### src/rtl/enc_seq_pkg.sv
// ---------------------------------------------------------------------------
// enc_seq_pkg
// Shared definitions for the 8b/10b frame sequencer:
//   - K-symbol constants placed on the encoder input (bit 8 = K flag)
//   - sequencer state enumeration
//   - encoder-side symbol bundle and the no-symbol filler
// Optional feature macro: ENC_SEQ_IDLE_FILL_EN
//   defined   -> no-symbol cycles push K28.5 (9'h1BC)
//   undefined -> no-symbol cycles push nothing (pushin=0, datain=0)
// ---------------------------------------------------------------------------
package enc_seq_pkg;

  localparam logic [8:0] K_SOF   = 9'h1FB;
  localparam logic [8:0] K_EOF   = 9'h1FD;
  localparam logic [8:0] K_ABORT = 9'h1FE;
  localparam logic [8:0] K_IDLE  = 9'h1BC;

  typedef enum logic [2:0] {
    ST_IDLE  = 3'd0,
    ST_DATA  = 3'd1,
    ST_EOF   = 3'd2,
    ST_ABORT = 3'd3,
    ST_DROP  = 3'd4
  } enc_seq_state_t;

  // One encoder-side symbol: push strobe, frame-start flag, 9-bit symbol.
  typedef struct packed {
    logic       push;
    logic       start;
    logic [8:0] data;
  } enc_sym_t;

  // What the encoder sees on a cycle that carries no frame symbol.
  function automatic enc_sym_t no_symbol();
    enc_sym_t s;
`ifdef ENC_SEQ_IDLE_FILL_EN
    s.push  = 1'b1;
    s.start = 1'b0;
    s.data  = K_IDLE;
`else
    s.push  = 1'b0;
    s.start = 1'b0;
    s.data  = 9'h000;
`endif
    return s;
  endfunction

  // A pushed frame symbol; start is only ever set together with SOF.
  function automatic enc_sym_t frame_symbol(input logic [8:0] data, input logic start);
    enc_sym_t s;
    s.push  = 1'b1;
    s.start = start;
    s.data  = data;
    return s;
  endfunction

endpackage

### src/rtl/enc_frame_sequencer_rr_arbiter.sv
// ---------------------------------------------------------------------------
// rr_arbiter
// Round-robin arbiter over NREQ requests. The search starts one position
// after the most recent grant; the pointer only moves when en is high, so
// the sequencer can hold a grant for a whole frame.
// Ports:
//   clk, reset (async, active-low)
//   req       [NREQ-1:0]          request vector
//   en                            commit the current pick to the pointer
//   grant     [NREQ-1:0]          one-hot pick (combinational)
//   grant_idx [$clog2(NREQ)-1:0]  encoded pick (combinational)
// ---------------------------------------------------------------------------
module rr_arbiter #(
  parameter int NREQ = 2
) (
  input  logic                    clk,
  input  logic                    reset,
  input  logic [NREQ-1:0]         req,
  input  logic                    en,
  output logic [NREQ-1:0]         grant,
  output logic [$clog2(NREQ)-1:0] grant_idx
);

  localparam int GW = $clog2(NREQ);

  logic [GW-1:0] last_q;

  always_comb begin
    int            cand;
    logic [GW-1:0] cidx;
    logic          found;
    grant     = '0;
    grant_idx = '0;
    found     = 1'b0;
    cand      = 0;
    cidx      = '0;
    for (int off = 1; off <= NREQ; off++) begin
      cand = int'(last_q) + off;
      if (cand >= NREQ) cand = cand - NREQ;
      cidx = GW'(cand);
      if (!found && req[cidx]) begin
        found       = 1'b1;
        grant[cidx] = 1'b1;
        grant_idx   = cidx;
      end
    end
  end

  // Pointer starts at the last requester so requester 0 wins first.
  always_ff @(posedge clk or negedge reset) begin
    if (!reset) begin
      last_q <= GW'(NREQ - 1);
    end else if (en && (|req)) begin
      last_q <= grant_idx;
    end
  end

endmodule

### src/rtl/enc_frame_sequencer.sv
// ---------------------------------------------------------------------------
// enc_frame_sequencer
// Shares one 8b/10b encoder between NREQ byte-stream requesters. A granted
// frame is wrapped as SOF, payload bytes, then EOF; a frame that reaches
// MAX_LEN bytes without its last flag is cut with ABORT and its remainder is
// drained silently. Encoder-side outputs are registered.
// Optional feature macro: ENC_SEQ_IDLE_FILL_EN (K28.5 fill on no-symbol cycles)
// Ports:
//   clk, reset      clock, async active-low reset
//   rq_valid/rq_data/rq_last/rq_ready   per-requester byte handshake
//                                       (requester i uses rq_data[8i+7:8i])
//   pushin, datain[8:0], startin        encoder input (datain[8] = K flag)
//   grant_id        current or most recent granted requester
//   busy            high outside IDLE
// ---------------------------------------------------------------------------
module enc_frame_sequencer
  import enc_seq_pkg::*;
#(
  parameter int NREQ    = 2,
  parameter int MAX_LEN = 16
) (
  input  logic                    clk,
  input  logic                    reset,
  input  logic [NREQ-1:0]         rq_valid,
  input  logic [NREQ*8-1:0]       rq_data,
  input  logic [NREQ-1:0]         rq_last,
  output logic [NREQ-1:0]         rq_ready,
  output logic                    pushin,
  output logic [8:0]              datain,
  output logic                    startin,
  output logic [$clog2(NREQ)-1:0] grant_id,
  output logic                    busy
);

  localparam int GW = $clog2(NREQ);
  localparam int CW = $clog2(MAX_LEN + 1);
  localparam logic [CW-1:0] LEN_LIMIT = CW'(MAX_LEN);

  enc_seq_state_t state, state_nxt;
  logic [CW-1:0]  cnt, cnt_nxt, cnt_inc;
  logic [NREQ-1:0] grant_oh;
  enc_sym_t       sym_nxt;

  logic [NREQ-1:0] arb_gnt;
  logic [GW-1:0]   arb_idx;
  logic            arb_en;

  logic            sel_valid;
  logic            sel_last;
  logic [7:0]      sel_data;

  // A new grant is only taken from IDLE; it is then held for the whole frame.
  assign arb_en = (state == ST_IDLE) && (|rq_valid);

  rr_arbiter #(
    .NREQ (NREQ)
  ) u_arb (
    .clk       (clk),
    .reset     (reset),
    .req       (rq_valid),
    .en        (arb_en),
    .grant     (arb_gnt),
    .grant_idx (arb_idx)
  );

  // Granted requester's lane, picked through the registered one-hot grant.
  always_comb begin
    sel_valid = 1'b0;
    sel_last  = 1'b0;
    sel_data  = 8'h00;
    for (int i = 0; i < NREQ; i++) begin
      if (grant_oh[i]) begin
        sel_valid = rq_valid[i];
        sel_last  = rq_last[i];
        sel_data  = rq_data[i*8 +: 8];
      end
    end
  end

  assign rq_ready = ((state == ST_DATA) || (state == ST_DROP)) ? grant_oh : '0;
  assign busy     = (state != ST_IDLE);
  assign cnt_inc  = cnt + CW'(1);

  always_comb begin
    state_nxt = state;
    cnt_nxt   = cnt;
    sym_nxt   = no_symbol();
    case (state)
      ST_IDLE: begin
        if (|rq_valid) begin
          state_nxt = ST_DATA;
          cnt_nxt   = '0;
          sym_nxt   = frame_symbol(K_SOF, 1'b1);
        end
      end
      ST_DATA: begin
        if (sel_valid) begin
          cnt_nxt = cnt_inc;
          sym_nxt = frame_symbol({1'b0, sel_data}, 1'b0);
          // last wins over the length limit: an exact-length frame ends cleanly
          if (sel_last) begin
            state_nxt = ST_EOF;
          end else if (cnt_inc == LEN_LIMIT) begin
            state_nxt = ST_ABORT;
          end
        end
      end
      ST_EOF: begin
        sym_nxt   = frame_symbol(K_EOF, 1'b0);
        state_nxt = ST_IDLE;
      end
      ST_ABORT: begin
        sym_nxt   = frame_symbol(K_ABORT, 1'b0);
        state_nxt = ST_DROP;
      end
      ST_DROP: begin
        // remainder of an over-length frame is accepted and discarded
        if (sel_valid && sel_last) begin
          state_nxt = ST_IDLE;
        end
      end
      default: begin
        state_nxt = ST_IDLE;
      end
    endcase
  end

  // ---- registered control and encoder-side outputs ----
  always_ff @(posedge clk or negedge reset) begin
    if (!reset) begin
      state    <= ST_IDLE;
      cnt      <= '0;
      grant_id <= '0;
      grant_oh <= '0;
      pushin   <= 1'b0;
      startin  <= 1'b0;
      datain   <= 9'h000;
    end else begin
      state   <= state_nxt;
      cnt     <= cnt_nxt;
      pushin  <= sym_nxt.push;
      startin <= sym_nxt.start;
      datain  <= sym_nxt.data;
      if (arb_en) begin
        grant_id <= arb_idx;
        grant_oh <= arb_gnt;
      end
    end
  end

endmodule

### config.mk
export PLATFORM = sky130hd
export DESIGN_NAME = enc_frame_sequencer
export DESIGN_NICKNAME = d
export VERILOG_FILES = /design/src/rtl/enc_seq_pkg.sv /design/src/rtl/enc_frame_sequencer_rr_arbiter.sv /design/src/rtl/enc_frame_sequencer.sv
export SDC_FILE = /design/constraint.sdc
export NUM_CORES = 1
export LEC_CHECK = 0
export BUFFER_PORTS_ARGS = -buffer_cell sky130_fd_sc_hd__buf_2
export CAP_MARGIN = 20
export CELL_PAD_IN_SITES_DETAIL_PLACEMENT = 1
export CELL_PAD_IN_SITES_GLOBAL_PLACEMENT = 2
export CORE_ASPECT_RATIO = 1.25
export CORE_MARGIN = 1
export CORE_UTILIZATION = 33
export CTS_BUF_LIST = sky130_fd_sc_hd__clkbuf_2
export DETAILED_ROUTE_END_ITERATION = 10
export PLACE_DENSITY = 0.84
export SYNTH_ARGS = -nofsm -noshare
export SYNTH_HDL_FRONTEND = slang
export SYNTH_HIERARCHICAL = 1
export SYNTH_SLANG_ARGS = --single-unit
### constraint.sdc
create_clock -name clk -period 2.9 [get_ports clk]
set_input_delay 0.145 -clock clk [delete_from_list [all_inputs] [get_ports clk]]
set_output_delay 0.145 -clock clk [all_outputs]
set_load 0.005 [all_outputs]
==> flow_metrics.env <==
export IMPL_die_w_um=54.8
export IMPL_async_reset_ff_share_pct=100
export IMPL_synth_distinct_cells=40
export IMPL_grt_usage_pct=17.1
export IMPL_synth_top_area_cell="dfrtp_1"
export IMPL_peakVddDrop_mv=0.376
export IMPL_place_area_um2=1330
export IMPL_p_clk_share_pct=11.0
export IMPL_p_seq_share_pct=46.6
export IMPL_finalSetupTns_ns=0
export IMPL_ctsHoldBuffers=1
export IMPL_maxCapViolations=0
export IMPL_h_tree_depth=1
export IMPL_period_minus_slack_ns=1.78
export IMPL_drt_iter0_drc=12
export IMPL_slew_viol_final=0
export IMPL_antenna_found_initial=0
export IMPL_status="finished clean"
export IMPL_synth_area_top_cells="dfrtp_1 (48%), nand2_1 (4.6%), o21ai_0 (3.5%)"
export IMPL_grt_max_degree=24
export IMPL_grt_pass1_vias=1037
export IMPL_fp_dieH_um=68.0
export IMPL_area_growth_pct=18.3
export IMPL_pwr_share_comb_pct=42.4
export IMPL_hp_class="in -> reg"
export IMPL_clk_pin_slew_worst_paths_ns=0.22
export IMPL_cts_setup_buffers=0
export IMPL_core_um2=3250
export IMPL_initial_core_util_pct=35.4
export IMPL_syn_inst=119
export IMPL_yosysWarnings=6
export IMPL_finalHoldViolCount=0
export IMPL_clock_path_buffers=2
export IMPL_max_slew_margin_pct=65.3
export IMPL_power_density_nw_per_um2=855
export IMPL_dieArea_um2=3730
export IMPL_fmax_mhz=563
export IMPL_numClockSinks=23
export IMPL_drt_antenna_violating_nets=0
export IMPL_worstPathRequired_ns=3.13
export IMPL_seq_area_frac_synth_pct=50.2
export IMPL_rsz0062_at_grt="no"
export IMPL_io_buffer_count=36
export IMPL_grt_first_pass_wirelength_um=4550
export IMPL_leakage_nw=0.681
export IMPL_stdcell_area_um2=1360
export IMPL_critical_path_cell_chain="or3_4 -> or2_1 -> and2_4 -> o2bb2ai_1"
export IMPL_cts_buffers=3
export IMPL_cts_resized_gates=0
export IMPL_synth_edff_count=0
export IMPL_place_congestion=0.880
export IMPL_max_stage_delay_ns=0.54
export IMPL_worst_slew_pin_slew_ns=0.521
export IMPL_power_switching_uw=459
export IMPL_worstSetupPathType="reg -> reg"
export IMPL_critPathLaunchType="flop"
export IMPL_avgRoutedWirePerCell_um=14.5
export IMPL_fill_cells=402
export IMPL_crit_path_top_delay_cell="dfrtp_1"
export IMPL_via_per_inst=5.22
export IMPL_std_cell_rows=23
export IMPL_syn_area_um2=1150
export IMPL_place_ws_ns=1.13
export IMPL_p_sw_share_pct=39.5
export IMPL_drcViolationCount=0
export IMPL_final_layout_size_suffix_gt1_share_pct=31.4
export IMPL_finClkSkew_ns=0.0122
export IMPL_overflow=0
export IMPL_finalSetupViolations=0
export IMPL_cpLargestDelayFamily="simple AND/OR/NAND/NOR gates"
export IMPL_multi_input_area_um2=500
export IMPL_wirelength_um=2760
export IMPL_synthFlopType="dfrtp_1"
export IMPL_synth_fp_nets=142
export IMPL_endpoint_kind="flop"
export IMPL_drtPass1Iterations=4
export IMPL_io_pins=37
export IMPL_min_period_over_period_pct=61.2
export IMPL_n_antenna_cell=0
export IMPL_nets=177
export IMPL_synth_seq_cells=23
export IMPL_num_vias=992
export IMPL_root_buffer="clkbuf_2"
export IMPL_critPathArrivalTime_ns=2.01
export IMPL_seqCellArea_um2=577
export IMPL_cp_num_buf_inv=0
export IMPL_cts_tree="built"
export IMPL_netlist_area_leader_share_pct=47.9
export IMPL_critPathMaxFanout=11
export IMPL_post_dp_hpwl_um=2110
export IMPL_layout_setup_ws_ns=1.12
export IMPL_synth_avg_cell_area_um2=9.66
export IMPL_intPower_uw=704
export IMPL_clkLatencyLatePin_ns=0.33
-- through the flow --
step                      std cells  utilization (%)  hold WS (ns)  total power [mW]
after floorplan                 119                -        -0.151             0.883
after global placement          185             40.9         0.145              1.04
after detailed placement        185             40.9         0.153              1.06
after CTS                       190             41.8        0.0140              1.19
after global routing            190             41.8        0.0431              1.29
final                           190             41.8        0.0447              1.16
-- synthesized netlist by cell type, types with 2 or more instances --
master,instances
a21boi_0,2
a21oi_1,7
a22o_1,2
a22oi_1,5
a31oi_1,2
and2_1,3
buf_6,2
clkbuf_1,3
dfrtp_1,22
inv_1,6
nand2_1,14
nand3_1,5
nor2_1,7
nor2b_1,2
nor4_1,2
o211ai_1,2
o21ai_0,8
o2bb2ai_1,2
or2_2,2
-- worst reg2reg max path, cell delays in order (launching register included) --
cell,delay [ns]
dfrtp_1,0.54
or3_4,0.43
or2_1,0.38
and2_4,0.21
o2bb2ai_1,0.12
-- per-layer routing --
layer	vias up	global-route usage, %	routed length, um
met5	-	0	0
met4	0	5.77	35
met3	4	3.33	180
met2	30	31.8	1390
met1	464	18.6	1150
li1	494	-	-
-- cell families (layout without fill, tap and decap cells) --
kind of cell	Yosys count	in the layout	synth area share (%)
xor+xnor	1	1	0.762
fa+ha+maj	1	1	1.09
buf+inv	14	48	6.31
flops	23	23	50.2
simple gates	42	42	18.7
compound gates	38	38	23.0
-- cell usage in the layout, fill, tap and decap left out, types with 2 or more instances in the layout --
cell,n
or2_2,2
clkbuf_2,3
nand2_1,14
nand3_1,5
nor2b_1,2
o2bb2ai_1,2
nor2_1,7
a31oi_1,2
nor4_1,2
a21oi_1,7
inv_1,6
a21boi_0,2
a22oi_1,5
a22o_1,2
o21ai_0,8
dfrtp_1,22
buf_2,36
and2_1,3
o211ai_1,2
-- cell type report --
type	instances	area share, %
clock buffers	3	1.10
clock inverters	1	0.368
inverters	7	1.93
multi-input cells	82	36.8
flip-flops and latches	23	42.4
well taps	37	3.40
repair buffers	37	14.0
-- sequential cells by signal (all words and copies together) (netlist names) --
| signal | flops |
|---|---|
| grant_oh | 2 |
| u_arb/last_q | 1 |
| state | 3 |
| startin | 1 |
| pushin | 1 |
| grant_id | 1 |
| cnt | 5 |
| datain | 9 |
-- power by group through the flow --
stage               registers [mW]  clock network (mW)  logic, mW
finish                       0.542               0.128      0.493
global route                 0.566               0.147      0.580
CTS                          0.544               0.137      0.508
detailed placement           0.551                   0      0.504
global placement             0.544                   0      0.495
floorplan                    0.511                   0      0.372
-- worst paths after layout --
path	startpoint	cells after the start	slack, ns	to
setup / recovery	state[1]	4	1.12	cnt[4]
hold / removal	rq_valid[0]	2	0.04	u_arb/last_q
setup reg to reg	state[1]	4	1.12	cnt[4]
hold reg to reg	grant_id	2	0.52	grant_id
max in group asynchronous	reset	2	2.26	u_arb/last_q
min in group asynchronous	reset	2	0.28	datain[6]
(Power assumes the default switching activity.)
